===== config.mk =====
export PLATFORM = sky130hd
export DESIGN_NAME = rv_csr_ctrl
export DESIGN_NICKNAME = d
export VERILOG_FILES = /design/src/rtl/rv_csr_ctrl.sv
export SDC_FILE = /design/constraint.sdc
export NUM_CORES = 1
export LEC_CHECK = 0
export CAP_MARGIN = 20
export CORE_AREA = 2 2 140 142
export CTS_CLUSTER_SIZE = 20
export DETAILED_ROUTE_END_ITERATION = 6
export DIE_AREA = 0 0 142 144
export PLACE_DENSITY_LB_ADDON = 0.12
export SYNTH_ARGS = -nofsm -noshare
export SYNTH_HDL_FRONTEND = slang
export SYNTH_SLANG_ARGS = --single-unit

===== constraint.sdc =====
create_clock -name clk -period 2.5 [get_ports clk]
set_clock_uncertainty 0.1 [all_clocks]
set_input_delay 0.5 -clock clk [delete_from_list [all_inputs] [get_ports clk]]
set_output_delay 0.5 -clock clk [all_outputs]
set_load 0.03 [all_outputs]

===== src/rtl/rv_csr_ctrl.sv =====
// rv_csr_ctrl: CSR read-modify-write sequencer for the execute stage.
// Accepts one CSR instruction at a time, holds fflags/fcsr accesses until the
// issuing warp has no FPU operations in flight, performs the read and the
// write as separate single-cycle pulses, and returns the pre-write CSR value
// over a valid/ready response channel.
// Optional feature macro: RV_CSR_CTRL_PERF_EN (FPU-stall and CSR-write
// saturating performance counters).

`ifndef NUM_WARPS
`define NUM_WARPS 4
`endif
`ifndef NW_BITS
`define NW_BITS 2
`endif
`ifndef UUID_BITS
`define UUID_BITS 44
`endif
`ifndef CSR_ADDR_BITS
`define CSR_ADDR_BITS 12
`endif

module rv_csr_ctrl #(
  parameter int NUM_WARPS      = `NUM_WARPS,
  parameter int NW_BITS        = `NW_BITS,
  parameter int UUID_BITS      = `UUID_BITS,
  parameter int ADDR_BITS      = `CSR_ADDR_BITS
`ifdef RV_CSR_CTRL_PERF_EN
  , parameter int STALL_CNT_BITS = 16
`endif
) (
  input  logic                      clk,
  input  logic                      reset,

  input  logic                      req_valid,
  output logic                      req_ready,
  input  logic [UUID_BITS-1:0]      req_uuid,
  input  logic [NW_BITS-1:0]        req_wid,
  input  logic [ADDR_BITS-1:0]      req_addr,
  input  logic [1:0]                req_op,
  input  logic [31:0]               req_operand,

  input  logic [NUM_WARPS-1:0]      fpu_pending,

  output logic                      csr_read_enable,
  output logic [UUID_BITS-1:0]      csr_read_uuid,
  output logic [ADDR_BITS-1:0]      csr_read_addr,
  output logic [NW_BITS-1:0]        csr_read_wid,
  input  logic [31:0]               csr_read_data,

  output logic                      csr_write_enable,
  output logic [UUID_BITS-1:0]      csr_write_uuid,
  output logic [ADDR_BITS-1:0]      csr_write_addr,
  output logic [NW_BITS-1:0]        csr_write_wid,
  output logic [31:0]               csr_write_data,

  output logic                      rsp_valid,
  input  logic                      rsp_ready,
  output logic [UUID_BITS-1:0]      rsp_uuid,
  output logic [NW_BITS-1:0]        rsp_wid,
  output logic [31:0]               rsp_data,

  output logic                      busy
`ifdef RV_CSR_CTRL_PERF_EN
  , output logic [STALL_CNT_BITS-1:0] perf_fpu_stall_cycles,
  output logic [STALL_CNT_BITS-1:0] perf_csr_writes
`endif
);

  typedef enum logic [1:0] {
    OP_READ = 2'b00,
    OP_RW   = 2'b01,
    OP_RS   = 2'b10,
    OP_RC   = 2'b11
  } csr_op_e;

  typedef enum logic [2:0] {
    S_IDLE,
    S_WAIT_FPU,
    S_READ,
    S_WRITE,
    S_RESP
  } state_e;

  localparam logic [ADDR_BITS-1:0] ADDR_FFLAGS = ADDR_BITS'(12'h001);
  localparam logic [ADDR_BITS-1:0] ADDR_FCSR   = ADDR_BITS'(12'h003);

  state_e                 state_q;
  csr_op_e                op_q;
  logic [UUID_BITS-1:0]   uuid_q;
  logic [NW_BITS-1:0]     wid_q;
  logic [ADDR_BITS-1:0]   addr_q;
  logic [31:0]            operand_q;
  logic [31:0]            old_q;
  logic [31:0]            wdata_q;
  logic                   read_en_q;
  logic                   write_en_q;
  logic                   rsp_valid_q;
  logic                   req_ready_q;
  logic                   busy_q;

  logic [31:0]            wdata_d;
  logic                   write_needed;
  logic                   fp_addr_req;

  // Only the FP status CSRs depend on outstanding FPU results; frm never waits.
  assign fp_addr_req = (req_addr == ADDR_FFLAGS) || (req_addr == ADDR_FCSR);

  // RS/RC with a zero mask are architecturally read-only; op 00 never writes.
  assign write_needed = (op_q == OP_RW) ||
                        (((op_q == OP_RS) || (op_q == OP_RC)) && (operand_q != 32'd0));

  // New CSR value from the value being read this cycle (becomes old_q).
  // NOTE: every always_comb output gets a default first so no path can leave
  // it unassigned, which would otherwise infer a latch.
  always_comb begin
    wdata_d = csr_read_data;
    unique case (op_q)
      OP_RW:   wdata_d = operand_q;
      OP_RS:   wdata_d = csr_read_data | operand_q;
      OP_RC:   wdata_d = csr_read_data & ~operand_q;
      default: wdata_d = csr_read_data;
    endcase
  end

  // Sequencer FSM with registered handshake and CSR-port strobes.
  // NOTE: sequential state uses non-blocking assignments only, so every flop
  // samples pre-edge values regardless of statement order.
  // NOTE: the latched request fields are reset too, so the echoed ids and
  // CSR port fields read as zero out of reset and an aborted op leaves no trace.
  always_ff @(posedge clk or negedge reset) begin
    if (!reset) begin
      state_q     <= S_IDLE;
      op_q        <= OP_READ;
      uuid_q      <= '0;
      wid_q       <= '0;
      addr_q      <= '0;
      operand_q   <= '0;
      old_q       <= '0;
      wdata_q     <= '0;
      read_en_q   <= 1'b0;
      write_en_q  <= 1'b0;
      rsp_valid_q <= 1'b0;
      req_ready_q <= 1'b1;
      busy_q      <= 1'b0;
    end else begin
      read_en_q  <= 1'b0;
      write_en_q <= 1'b0;
      unique case (state_q)
        S_IDLE: begin
          if (req_valid) begin
            uuid_q      <= req_uuid;
            wid_q       <= req_wid;
            addr_q      <= req_addr;
            op_q        <= csr_op_e'(req_op);
            operand_q   <= req_operand;
            req_ready_q <= 1'b0;
            busy_q      <= 1'b1;
            if (fp_addr_req && fpu_pending[req_wid]) begin
              state_q <= S_WAIT_FPU;
            end else begin
              state_q   <= S_READ;
              read_en_q <= 1'b1;
            end
          end
        end
        S_WAIT_FPU: begin
          if (!fpu_pending[wid_q]) begin
            state_q   <= S_READ;
            read_en_q <= 1'b1;
          end
        end
        S_READ: begin
          old_q      <= csr_read_data;
          wdata_q    <= wdata_d;
          write_en_q <= write_needed;
          state_q    <= S_WRITE;
        end
        S_WRITE: begin
          rsp_valid_q <= 1'b1;
          state_q     <= S_RESP;
        end
        S_RESP: begin
          if (rsp_ready) begin
            rsp_valid_q <= 1'b0;
            req_ready_q <= 1'b1;
            busy_q      <= 1'b0;
            state_q     <= S_IDLE;
          end
        end
        default: begin
          rsp_valid_q <= 1'b0;
          req_ready_q <= 1'b1;
          busy_q      <= 1'b0;
          state_q     <= S_IDLE;
        end
      endcase
    end
  end

  assign req_ready        = req_ready_q;
  assign busy             = busy_q;

  assign csr_read_enable  = read_en_q;
  assign csr_read_uuid    = uuid_q;
  assign csr_read_addr    = addr_q;
  assign csr_read_wid     = wid_q;

  assign csr_write_enable = write_en_q;
  assign csr_write_uuid   = uuid_q;
  assign csr_write_addr   = addr_q;
  assign csr_write_wid    = wid_q;
  assign csr_write_data   = wdata_q;

  assign rsp_valid        = rsp_valid_q;
  assign rsp_uuid         = uuid_q;
  assign rsp_wid          = wid_q;
  assign rsp_data         = old_q;

`ifdef RV_CSR_CTRL_PERF_EN
  logic [STALL_CNT_BITS-1:0] stall_cnt_q;
  logic [STALL_CNT_BITS-1:0] write_cnt_q;

  // Saturating counters: cycles spent waiting on the FPU, and CSR write pulses.
  always_ff @(posedge clk or negedge reset) begin
    if (!reset) begin
      stall_cnt_q <= '0;
      write_cnt_q <= '0;
    end else begin
      if ((state_q == S_WAIT_FPU) && (stall_cnt_q != '1)) begin
        stall_cnt_q <= stall_cnt_q + 1'b1;
      end
      if (write_en_q && (write_cnt_q != '1)) begin
        write_cnt_q <= write_cnt_q + 1'b1;
      end
    end
  end

  assign perf_fpu_stall_cycles = stall_cnt_q;
  assign perf_csr_writes       = write_cnt_q;
`endif

endmodule


==> summary.txt <==
Yosys
  • Mapped Avg Cell Area: ~11 um2
  • Post-synthesis cell type with the largest combined area: dfrtp_1
  • Post-Syn Area: ~8000 um2
  • Synthesized net count: roughly 830
  • Post-synthesis cell count: ~700
  • Most frequent cell after synthesis: dfrtp_1
  • Synth Warn #: 0
  • Post-synth top area share: about half
  • Post-synth EDFFs: 0
  • Asr flop ratio synth: 100.0%
  • Synth area leaders: dfrtp_1 51%, buf_4 9.9%, mux2_1 9.8%, mux2_2 7.8%, nand2_1 6.2%
  • Post-synth top cells: 163 x dfrtp_1, 131 x nand2_1, 105 x buf_4
  • Synth Register Bits: ~160
  • Seq/Total Area, Yosys: between 50 and 60%
  • Synth cell types: 35
  • Main synth FF type: dfrtp_1

Final layout
  • Final net count: between 1k and 1.5k
  • Antenna diodes: 0
  • Synth-to-layout area growth: 46.39%
  • Layout cells sized above 1: between 10% and 20%

Clocking
  • CTS tree: done
  • Clk_lat worst skew: between 400 and 500 ps
  • Total CTS buffers: 17
  • Clock root buffer: clkbuf_16
  • Clock transition at the registers of the reported paths: ~60 ps
  • Clk sinks: around 160
  • Clock buffer depth: 2
  • H-tree Lvls: 4

Setup path
  • Reg-to-Reg Start: state_q[2]
  • CP required: between 1500 and 2000 ps
  • Slowest cell on crit path: clkdlybuf4s50_1
  • Critical path class: reg -> out
  • R2R setup slack: about 570 ps
  • Capturing point of the worst reg2reg path: operand_q[19]
  • Worst endpoint data arrival time: about 1600 ps
  • CP startpoint: req_ready
  • Largest delay contributor family on the critical path: buffers and inverters
  • Critical Path Sink Type: output port
  • Startpoint Class: flip-flop
  • Max incr delay on CP: ~660 ps
  • FF-to-FF path depth: 3
  • CP Max Fanout: 2
  • Crit path cell chain: clkdlybuf4s50_1
  • Critical path buffers and inverters: 1

Floorplan
  • Die Wd: between 100 and 150 um
  • Initial Util: 41.69%
  • Die area: a little over 20000 um2
  • Rows: 51
  • Die height: ~140 um
  • Boundary Pins: roughly 360
  • Core Area: about 19000 um2

Min path
  • Hold depth: 2
  • Worst hold path type: reg -> reg
  • Hold path start: rsp_data[2]
  • Hold endpoint: rsp_data[2]

Power and ir drop
  • Power Density: roughly 1700 nW/um2
  • Total power: ~0.019 W
  • Worst vdd ir: 869.4 uV
  • Leakage Power: slightly below 5 nW

Routing
  • 1st-iter DRT viols: a little under 300
  • Total wire length: approximately 21 mm
  • Routed wire per std cell: 17.36 um
  • Drt drc: 0
  • Vias per inst: approximately 4.9
  • Detailed-route via count: 5929
  • Antenna Nets Post-Route: 0
  • Detailed-router iteration count before antenna repair: 4

Timing
  • Slew @ Worst Pin: ~580 ps
  • RSZ-0062 raised after global routing: no
  • Final critical-path share of the clock period: approximately nine tenths
  • Final-report setup violation count: 0
  • Slew Limit Fails: 0
  • Final hold violation count: 0
  • Max_slew headroom: approximately three fifths
  • Fmax: around 0.45 GHz
  • Final hold slack: roughly 370 ps
  • Post-Route Setup TNS: 0 ps
  • Min cycle time layout: 2206 ps

Global route
  • Vias in the first global route: 5789
  • Initial antenna violation count: 0
  • GRT overflow: 0
  • First-pass GRT wire length: about 32 mm
  • Pin count of the biggest net entering global routing: just over 60
  • Gr usage total: about a fifth

Place
  • Post-DP HPWL: approximately 15 mm
  • PortBufs: approximately 360
  • GPL Wtd Cong: 0.7658

Outcome
  • Status: finished, final reports clean

Job
  • Max Cap Violations: 0
registers in the layout (all words and copies together), names as in the netlist:
| register | count |
|---|---|
| csr_read_uuid | 44 |
| csr_write_data | 32 |
| operand_q | 32 |
| rsp_data | 32 |
| csr_read_addr | 12 |
| state_q | 3 |
| csr_read_wid | 2 |
| op_q | 2 |
| busy | 1 |
| csr_read_enable | 1 |
| csr_write_enable | 1 |
| req_ready | 1 |
| rsp_valid | 1 |
logic make-up (layout without fill, tap and decap cells):
kind of cell | after synthesis | count (layout) | share of synthesized area, %
AND/OR/NAND/NOR | 188 | 188 | 10.49
AO/OA/AOI/OAI | 77 | 77 | 6.528
multiplexers | 126 | 126 | 18.12
flip-flops | 164 | 164 | 51.61
buffers and inverters | 147 | 413 | 13.25
layout make-up:
cell class	instances	area (um2)
fillers	1573	7436
flip-flops and latches	164	4108
repair buffers	379	3830
multi-input cells	391	2804
clock buffers	22	464.2
well taps	238	297.8
clock inverters	9	128.9
inverters	3	11.26
layer usage:
layer / GRT usage (%) / vias to the layer above / part of all wire, %
li1: - / 2851 / -
met1: 25.43 / 2843 / 42
met2: 34.07 / 218 / 49
met3: 6.523 / 17 / 7.4
met4: 5.895 / 0 / 1.4
met5: 0 / - / 0
power by group:
| part | total, W | internal, W | switching, W |
|---|---|---|---|
| Sequential | 0.00538 | 0.00403 | 0.00134 |
| Clock | 0.00266 | 0.00162 | 0.00104 |
| Combinational | 0.0114 | 0.00500 | 0.00640 |
| Total | 0.0194 | 0.0107 | 0.00878 |
per-stage QoR:
| step | cell area, um2 | setup WS, ps | utilization (%) | cells |
|---|---|---|---|---|
| 6_report | 11640 | 294.2 | 61.03 | 1206 |
| 4_1_cts | 11640 | 270.1 | 61.03 | 1206 |
| 3_3_place_gp | 11040 | 177.3 | 57.87 | 1174 |
| 2_1_floorplan | 7954 | 795.1 | - | 702 |
| 5_1_grt | 11640 | 251.0 | 61.03 | 1206 |
| 3_5_place_dp | 11040 | 168.5 | 57.87 | 1174 |
placed cells by master, fill, tap and decap left out, types with 2 or more instances in the layout:
master / netlist / final
nor3_1: 4 / 4
nand2_1: 131 / 131
clkbuf_1: 6 / 3
clkinvlp_4: 0 / 2
buf_4: 105 / 10
dfrtp_2: 0 / 2
nand3_1: 32 / 32
buf_12: 0 / 6
a31oi_1: 2 / 2
clkdlybuf4s50_1: 0 / 361
mux4_2: 2 / 2
inv_1: 3 / 3
mux2_1: 69 / 69
clkinv_2: 0 / 3
bufinv_16: 0 / 3
o21ai_0: 36 / 36
nor2_1: 3 / 3
nor4_1: 6 / 6
mux2_2: 55 / 55
clkbuf_8: 0 / 2
o221ai_1: 32 / 32
a21oi_1: 3 / 3
and4_1: 2 / 2
dfrtp_1: 163 / 161
clkbuf_16: 0 / 17
nor4b_1: 2 / 2
worst max path at each step:
stage / depth (start not counted) / endpoint
global placement: 4 / csr_read_uuid[25]
detailed placement: 4 / csr_read_uuid[15]
global route: 1 / req_ready
finish: 1 / req_ready
CTS: 1 / req_ready
floorplan: 5 / csr_read_addr[0]
timing repair:
item | CTS | global route
endpoints found under the setup margin | 0 | 0
gates resized for setup | 0 | 0
hold buffers | 1 | 0
hold endpoints to repair | 45 | 0
setup buffers | 0 | 0
Note: power is estimated with default switching activity, not from simulation.
